$ cat src/rtl/disp_scan_if.sv
// disp_scan_if: display scan bus (min/sec/adj/sel in; anode/digit/frame out)
interface disp_scan_if;
  logic [5:0] min;
  logic [5:0] sec;
  logic       adj;
  logic       sel;
  logic [3:0] anode;
  logic [3:0] digit;
  logic       frame;
  modport master (output min, sec, adj, sel, input anode, digit, frame);
  modport slave (input min, sec, adj, sel, output anode, digit, frame);
endinterface

$ cat src/rtl/disp_scan_ctrl.sv
// disp_scan_ctrl: 4-digit mm:ss display scanner; ports clk, rst, bus (min/sec/adj/sel in, anode/digit/frame out)
module disp_scan_ctrl #(
  parameter int SCAN_DIV = 100000,
  parameter int BLINK_FRAMES = 128
) (
  input logic clk,
  input logic rst,
  disp_scan_if.slave bus
);
  localparam int PW = $clog2(SCAN_DIV);
  localparam int FW = BLINK_FRAMES > 1 ? $clog2(BLINK_FRAMES) : 1;
  logic [PW-1:0] r_pcnt;
  logic [1:0]    r_slot;
  logic [5:0]    r_smin, r_ssec;
  logic [FW-1:0] r_fcnt;
  logic          r_bph, r_frame;
  logic [3:0]    r_anode, r_digit;
  logic          w_tick, w_wrap, w_blank, w_flast;
  logic [5:0]    w_val, w_cmin, w_csec;
  logic [3:0]    w_anode, w_digit;
  always_comb begin
    w_tick  = r_pcnt == PW'(SCAN_DIV - 1);
    w_wrap  = w_tick && r_slot == 2'd3;
    w_flast = r_fcnt == FW'(BLINK_FRAMES - 1);
    w_cmin  = bus.min > 6'd59 ? 6'd59 : bus.min;
    w_csec  = bus.sec > 6'd59 ? 6'd59 : bus.sec;
    w_val   = r_slot[1] ? r_ssec : r_smin;
    w_digit = 4'(r_slot[0] ? w_val % 6'd10 : w_val / 6'd10);
    w_blank = bus.adj && r_bph && (bus.sel == r_slot[1]);
    w_anode = w_blank ? 4'hf : ~(4'b1000 >> r_slot);
  end
  always_ff @(posedge clk) begin
    if (rst) begin
      r_pcnt  <= '0;
      r_slot  <= '0;
      r_smin  <= '0;
      r_ssec  <= '0;
      r_fcnt  <= '0;
      r_bph   <= 1'b0;
      r_anode <= 4'hf;
      r_digit <= '0;
      r_frame <= 1'b0;
    end else begin
      r_pcnt  <= w_tick ? '0 : r_pcnt + 1'b1;
      r_slot  <= w_tick ? r_slot + 1'b1 : r_slot;
      r_anode <= w_anode;
      r_digit <= w_digit;
      r_frame <= w_wrap;
      if (w_wrap) begin
        r_smin <= w_cmin;
        r_ssec <= w_csec;
        r_fcnt <= w_flast ? '0 : r_fcnt + 1'b1;
        r_bph  <= w_flast ? ~r_bph : r_bph;
      end
    end
  end
  assign bus.anode = r_anode;
  assign bus.digit = r_digit;
  assign bus.frame = r_frame;
endmodule

$ cat src/flat_wrapper.sv
// flat-port wrapper written by rule: the top's interface ports become plain ports
module disp_scan_ctrl_flat 
#(
  parameter int SCAN_DIV = 100000,
  parameter int BLINK_FRAMES = 128
)
  (clk, rst, bus_min, bus_sec, bus_adj, bus_sel, bus_anode, bus_digit, bus_frame);
  disp_scan_if bus_i ();
  input logic clk;
  input logic rst;
  input wire logic [$bits(bus_i.min)-1:0] bus_min;
  input wire logic [$bits(bus_i.sec)-1:0] bus_sec;
  input wire logic [$bits(bus_i.adj)-1:0] bus_adj;
  input wire logic [$bits(bus_i.sel)-1:0] bus_sel;
  output wire logic [$bits(bus_i.anode)-1:0] bus_anode;
  output wire logic [$bits(bus_i.digit)-1:0] bus_digit;
  output wire logic [$bits(bus_i.frame)-1:0] bus_frame;
  assign bus_i.min = bus_min;
  assign bus_i.sec = bus_sec;
  assign bus_i.adj = bus_adj;
  assign bus_i.sel = bus_sel;
  assign bus_anode = bus_i.anode;
  assign bus_digit = bus_i.digit;
  assign bus_frame = bus_i.frame;
  disp_scan_ctrl #(.SCAN_DIV(SCAN_DIV), .BLINK_FRAMES(BLINK_FRAMES)) u_core (.clk(clk), .rst(rst), .bus(bus_i));
endmodule
$ cat config.mk
export PLATFORM = sky130hd
export DESIGN_NAME = disp_scan_ctrl_flat
export DESIGN_NICKNAME = d
export VERILOG_FILES = /design/src/rtl/disp_scan_if.sv /design/src/rtl/disp_scan_ctrl.sv /design/src/flat_wrapper.sv
export SDC_FILE = /design/constraint.sdc
export NUM_CORES = 1
export LEC_CHECK = 0
export ABC_AREA = 0
export BUFFER_PORTS_ARGS = -buffer_cell sky130_fd_sc_hd__buf_2
export CAP_MARGIN = 10
export CORE_UTILIZATION = 28
export CTS_CLUSTER_SIZE = 24
export DETAILED_ROUTE_END_ITERATION = 12
export GPL_TIMING_DRIVEN = 0
export PLACE_DENSITY_LB_ADDON = 0.1
export SLEW_MARGIN = 10
export SYNTH_ARGS = -nofsm -noshare
export SYNTH_HDL_FRONTEND = slang
export SYNTH_SLANG_ARGS = --single-unit
export TNS_END_PERCENT = 20
$ cat constraint.sdc
create_clock -name clk -period 3.7 [get_ports clk]
set_input_delay 0.37 -clock clk [delete_from_list [all_inputs] [get_ports clk]]
set_output_delay 0.37 -clock clk [all_outputs]
set_load 0.005 [all_outputs]
# Word level (Yosys, flattened, before mapping)
# Cells that the tools add are included.
# W data, S select, Z words.
[word_totals]
word_cells = 34
output_inout_bits = 9
ff_bits = 48
[op_classes]
div_mod_pow = 2
add_sub_neg = 3
shifts = 1
mux = 5
magnitude_cmp = 2
n_bitwise = 2
n_reduce_logical = 6
n_eq_ne = 4
[op_table]
columns = ["operator", "n"]
rows = [
  ["$mux W6", 3],
  ["$add A17 B1 Y17 const B", 1],
  ["$eq A17 B17 Y1 const B", 1],
  ["$gt A6 B6 Y1 const B", 2],
  ["$add A7 B1 Y7 const B", 1],
  ["$eq A7 B7 Y1 const B", 1],
  ["$mux W7", 1],
  ["$div A6 B4 Y6 const B", 1],
  ["$mod A6 B4 Y6 const B", 1],
  ["$mux W4", 1],
  ["$not A4 Y4", 1],
  ["$reduce_or A2 Y1", 2],
  ["$shr A4 B2 Y4 const A", 1],
  ["$logic_and A1 B1 Y1", 3],
  ["$add A2 B1 Y2 const B", 1],
  ["$eq A2 B2 Y1 const B", 1],
  ["$reduce_and A2 Y1", 1],
  ["$eq A1 B1 Y1", 1],
  ["$not A1 Y1", 1],
]

# Longest topological paths before layout
[logic_depth]
depth_word = 3
mapped_depth = 14
depth_no_buf = 12

# Worst setup path after synthesis
# Ideal clock, no wire load.
[synth_timing]
path_type = "register to register"
startpoint = "register u_core.r_slot[1]"
endpoint = "register u_core.r_digit[3], in the netlist u_core.bus.digit[3]"
arrival_time_ps = 2644
setup_ps = 95
stages_incl_launch_ff = 14
path_slack_ps = 961
path_cell_list = "dfxtp_1 mux2_2 inv_2 buf_2 ha_1 clkbuf_1 and4b_1 a211o_1 o21ai_0 ha_1 a41oi_1 o211ai_1 o21ai_0 a221oi_1"
[synth_via]
elab_chain_cells = 3
word_cells_on_any_way = 4
[synth_lines]
columns = ["item", "line_no", "rtl"]
rows = [
  ["start: declaration", "disp_scan_ctrl.sv:13", "logic [1:0] r_slot;"],
  ["start signal: assignment", "disp_scan_ctrl.sv:45", "r_slot <= w_tick ? r_slot + 1'b1 : r_slot;"],
  ["$mux W6 (*)", "disp_scan_ctrl.sv:27", "w_val = r_slot[1] ? r_ssec : r_smin;"],
  ["$div A6 B4 Y6 / $mod A6 B4 Y6 (equally long branches)", "disp_scan_ctrl.sv:28", "w_digit = 4'(r_slot[0] ? w_val % 6'd10 : w_val / 6'd10);"],
  ["$mux W4 (*)", "disp_scan_ctrl.sv:28", ""],
  ["end signal: assignment", "disp_scan_ctrl.sv:47", "r_digit <= w_digit;"],
  ["end: declaration", "disp_scan_ctrl.sv:17", "logic [3:0] r_anode, r_digit;"],
]
# Every way passes the cells marked *; elsewhere a longest branch is shown, timed or not.
# A chain may end at the register's enable or synchronous reset.

# Final worst setup path
# Same ends and word-level chain as after synthesis.

==> summary.md <==
| Metric | Value |
|---|---|
| R2r worst-path depth | 13 |
| Ys async rst share | 0 |
| Area share of the largest cell type after synthesis | 0.373 |
| Synthesized area per cell | 8.41 um2 |
| Routed vias | 2276 |
| Yosys Warn Count | 0 |
| Highest fanout seen on the critical path | 10 |
| Slew of the pin with the lowest slew margin | 0.759 ns |
| Most numerous cell in the Yosys netlist | sky130_fd_sc_hd__dfxtp_1 |
| Final Hold Vio Count | 0 |
| Result of the run | finished with violations |
| Register-to-Register Setup Slack | 0.54 ns |
| Category of the most critical setup path | flip-flop to flip-flop |
| Final nets | 361 |
| TritonCTS clock tree | built |
| Antenna violations before repair | 0 |
| Total nets after synthesis | 330 |
| Post-CTS setup repair buffer count | 0 |
| Post-DP Area | 0.00283 mm2 |
| Data arrival, critical path | 3.36 ns |
| Internal Dissipation | 753 uW |
| Power density cells | 322 mW/mm2 |
| Ratio of cells with drive above 1 in the final layout | 0.166 |
| Number of buffers created by CTS | 5 |
| Sequential area share after synthesis | 0.373 |
| Final setup viols | 0 |
| Post-route cell area | 0.00295 mm2 |
| Clock skew | 0.00698 ns |
| Vias per cell | 5.10 |
| Switching portion of total power | 0.208 |
| Synth Instances | 306 |
| CP max-delay cell | sky130_fd_sc_hd__dfxtp_1 |
| Count of cells resized by post-cts repair | 0 |
| Count of final max-slew check failures | 0 |
| Setup WS pre-CTS | 0.539 ns |
| Max-Cap Viols | 0 |
| CP peak stage delay | 0.43 ns |
| Netlist Area Pre-Place | 0.00257 mm2 |
| Post-synthesis register bit count | 48 |
| Die W | 97.9 um |
| Endpoint type of the worst setup path | flip-flop |
| Die extent in y | 97.9 um |
| Class of the worst hold path | primary input to flip-flop |
| Launch instance of the worst register-to-register path | u_core.r_slot[1] |
| Standard-cell row count | 34 |
| Final Cycle Share | 0.855 |
| Setup TNS | 0 ns |
| Final antenna diode count | 0 |
| Distinct cell type count of the synthesized netlist | 58 |
| Final routed DRC violation total | 2 |
| Vias in the first global route | 2019 |
| Routed length per placed instance | 14.0 um |
| Min Clock Period, post-route | 3.16 ns |
| Maximum number of pins on one net before global-route repair | 16 |
| Detail Route Antenna Nets | 0 |
| Synth area leaders | sky130_fd_sc_hd__dfxtp_1 (37%), sky130_fd_sc_hd__nand2_1 (5.4%), sky130_fd_sc_hd__a21oi_1 (4.5%), sky130_fd_sc_hd__nor2_1 (4.4%), sky130_fd_sc_hd__ha_1 (3.9%) |
| Top Ports | 25 |
| Cell type with the largest total area after synthesis | sky130_fd_sc_hd__dfxtp_1 |
| Number of inserted filler cells in the final layout | 957 |
| Net switching power figure | 198 uW |
| Count of input and output buffers | 24 |
| Share of total power in combinational logic | 0.032 |
| Total Die Area | 0.00958 mm2 |
| Setup repair after global routing missed its margin | no |
| Synthesis-to-finish area growth | 14.6% |
| Number of buffers inserted for hold repair after clock tree synthesis | 0 |
| Violations in the final reports | design-rule violations |
| Worst-path cell chain | mux2_2 -> inv_2 -> buf_2 -> ha_1 -> clkbuf_1 -> and4b_1 -> a211o_1 -> o21ai_0 -> ha_1 -> a41oi_1 -> o211ai_1 -> o21ai_0 -> a221oi_1 |
| Min setup slack post-route | 0.538 ns |
| Sort of element at the start of the critical path | flip-flop |
| Detailed-routing iteration count for the pre-antenna-repair pass | 8 |
| Effective utilization at floorplan | 0.292 |
| CTS H-Tree Depth | 2 |
| Slew headroom | 0.479 |
| Largest voltage drop on the vdd net | 0.137 mV |
| Cell depth of the worst hold path | 3 |
| Hold Path End | u_core.r_smin[3] |
| Synth cell count leaders | sky130_fd_sc_hd__dfxtp_1 (48), sky130_fd_sc_hd__nand2_1 (37), sky130_fd_sc_hd__nor2_1 (30), sky130_fd_sc_hd__a21oi_1 (23), sky130_fd_sc_hd__nor3_1 (14) |
| Leak | 1.04 nW |
| GRT overflow | 0 |
| Root buffer cell | sky130_fd_sc_hd__clkbuf_8 |
| Half-perimeter wire length after detailed placement | 4610 um |
| DRC violation total after the first TritonRoute iteration | 110 |
| Part of the power in registers | 0.549 |
| Pwr Total | 951 uW |
| Maximum clock rate | 0.316 GHz |
| Clock transition time at the flip-flop clock pins of the worst setup and hold paths | 0.09 ns |
| Overall global routing resource usage | 0.133 |
| Worst R2R End | u_core.bus.digit[3] |
| Standard cell core area | 0.00881 mm2 |
| Clk network pwr share | 0.420 |
| Dominant register cell in the synthesized netlist | sky130_fd_sc_hd__dfxtp_1 |
| Clock latency of the later-clocked register in the worst-skew pair | 0.30 ns |
| Hold wc startpoint | bus_min[3] |
| Final RePlAce weighted congestion | 0.840 |
| CTS Sinks | 48 |
| Clock tree buffer depth | 2 |
| Post-synth EDFFs | 0 |
| First-pass GRT wire length | 10200 um |
| Final WL | 6250 um |
| Data required time at the worst endpoint | 3.90 ns |
-- per-stage QoR --
step / utilization / instances / hold WS, ns
final: 0.335 / 446 / 0.311
after detailed placement: 0.321 / 438 / 0.432
after global routing: 0.335 / 446 / 0.302
after global placement: 0.321 / 438 / 0.431
after CTS: 0.335 / 446 / 0.301
after floorplan: - / 306 / 0.412
-- how the worst max path moves through the flow --
stage,from,endpoint,slack [ns]
3_5_place_dp,u_core.r_slot[1],u_core.bus.digit[3],0.54
4_1_cts,u_core.r_slot[1],u_core.bus.digit[3],0.52
3_3_place_gp,u_core.r_slot[1],u_core.bus.digit[3],0.53
5_1_grt,u_core.r_slot[1],u_core.bus.digit[3],0.19
6_report,u_core.r_slot[1],u_core.bus.digit[3],0.54
2_1_floorplan,u_core.r_slot[1],u_core.bus.digit[3],0.96
-- final cells by class --
cell class                      count  area [um2]  area share
Clock inverter                      2        38.8      0.0131
Buffer                             16        91.3      0.0309
Clock buffer                        6        82.6      0.0280
Inverter                           10        37.5      0.0127
Tap cell                          108         135      0.0458
Multi-Input combinational cell    232        1490       0.503
Timing Repair Buffer               24         120      0.0407
Sequential cell                    48         961       0.326
-- worst max-delay path: cells and delay by family, from the launching register on --
family | cells | cell delay (ns)
AOI/OAI and AO/OA | 6 | 0.88
and+or+nand+nor | 1 | 0.27
muxes | 1 | 0.40
adders and majority gates | 2 | 0.51
DFF | 1 | 0.43
buffers and inverters | 3 | 0.58
-- cells in the final DEF (no fill, tap or decap), types with 3 or more instances in the layout --
cell / count
sky130_fd_sc_hd__dfxtp_1: 48
sky130_fd_sc_hd__nand3_1: 13
sky130_fd_sc_hd__a21o_1: 3
sky130_fd_sc_hd__nor4_1: 5
sky130_fd_sc_hd__o31ai_1: 3
sky130_fd_sc_hd__xnor2_1: 9
sky130_fd_sc_hd__mux2i_1: 5
sky130_fd_sc_hd__o21ai_0: 6
sky130_fd_sc_hd__nor3_1: 14
sky130_fd_sc_hd__and4_1: 5
sky130_fd_sc_hd__buf_2: 28
sky130_fd_sc_hd__clkbuf_1: 8
sky130_fd_sc_hd__ha_1: 8
sky130_fd_sc_hd__inv_1: 8
sky130_fd_sc_hd__nand4_1: 9
sky130_fd_sc_hd__o211ai_1: 6
sky130_fd_sc_hd__a21oi_1: 23
sky130_fd_sc_hd__and3_1: 3
sky130_fd_sc_hd__nand2_1: 37
sky130_fd_sc_hd__a31oi_1: 3
sky130_fd_sc_hd__clkbuf_8: 6
sky130_fd_sc_hd__xor2_1: 9
sky130_fd_sc_hd__buf_6: 3
sky130_fd_sc_hd__nor2_1: 30
-- registers in the layout, summed over array words and instances, names as in the netlist --
signal,cells
u_core.r_smin,6
u_core.bus.frame,1
u_core.r_ssec,6
u_core.bus.digit,4
u_core.bus.anode,4
u_core.r_pcnt,17
u_core.r_fcnt,7
u_core.r_bph,1
u_core.r_slot,2
-- power groups by stage --
| stage | logic, mW | clock network [mW] | registers, mW |
|---|---|---|---|
| floorplan | 0.0151 | 0 | 0.534 |
| global placement | 0.0311 | 0 | 0.534 |
| detailed placement | 0.0309 | 0 | 0.534 |
| CTS | 0.0310 | 0.423 | 0.522 |
| global route | 0.0339 | 0.443 | 0.523 |
| finish | 0.0303 | 0.399 | 0.522 |
-- routing by layer --
metal / vias to the layer above / GRT usage / part of all wire
met3: 9 / 0.0286 / 0.055
li1: 1161 / - / -
met2: 60 / 0.185 / 0.41
met5: - / 0 / 0
met1: 1046 / 0.200 / 0.52
met4: 0 / 0.0466 / 0.018
-- kinds of logic (layout without fill, tap and decap cells) --
logic type,count (synthesis),count (layout),share of synthesized area
and+or+nand+nor,136,136,0.277
adders and majority gates,8,8,0.0389
AOI/OAI and AO/OA,60,60,0.154
buffers and inverters,26,58,0.0501
xor gates and xnor gates,18,18,0.0612
DFF,48,48,0.373
muxes,10,10,0.0452
(Power assumes the default switching activity.)
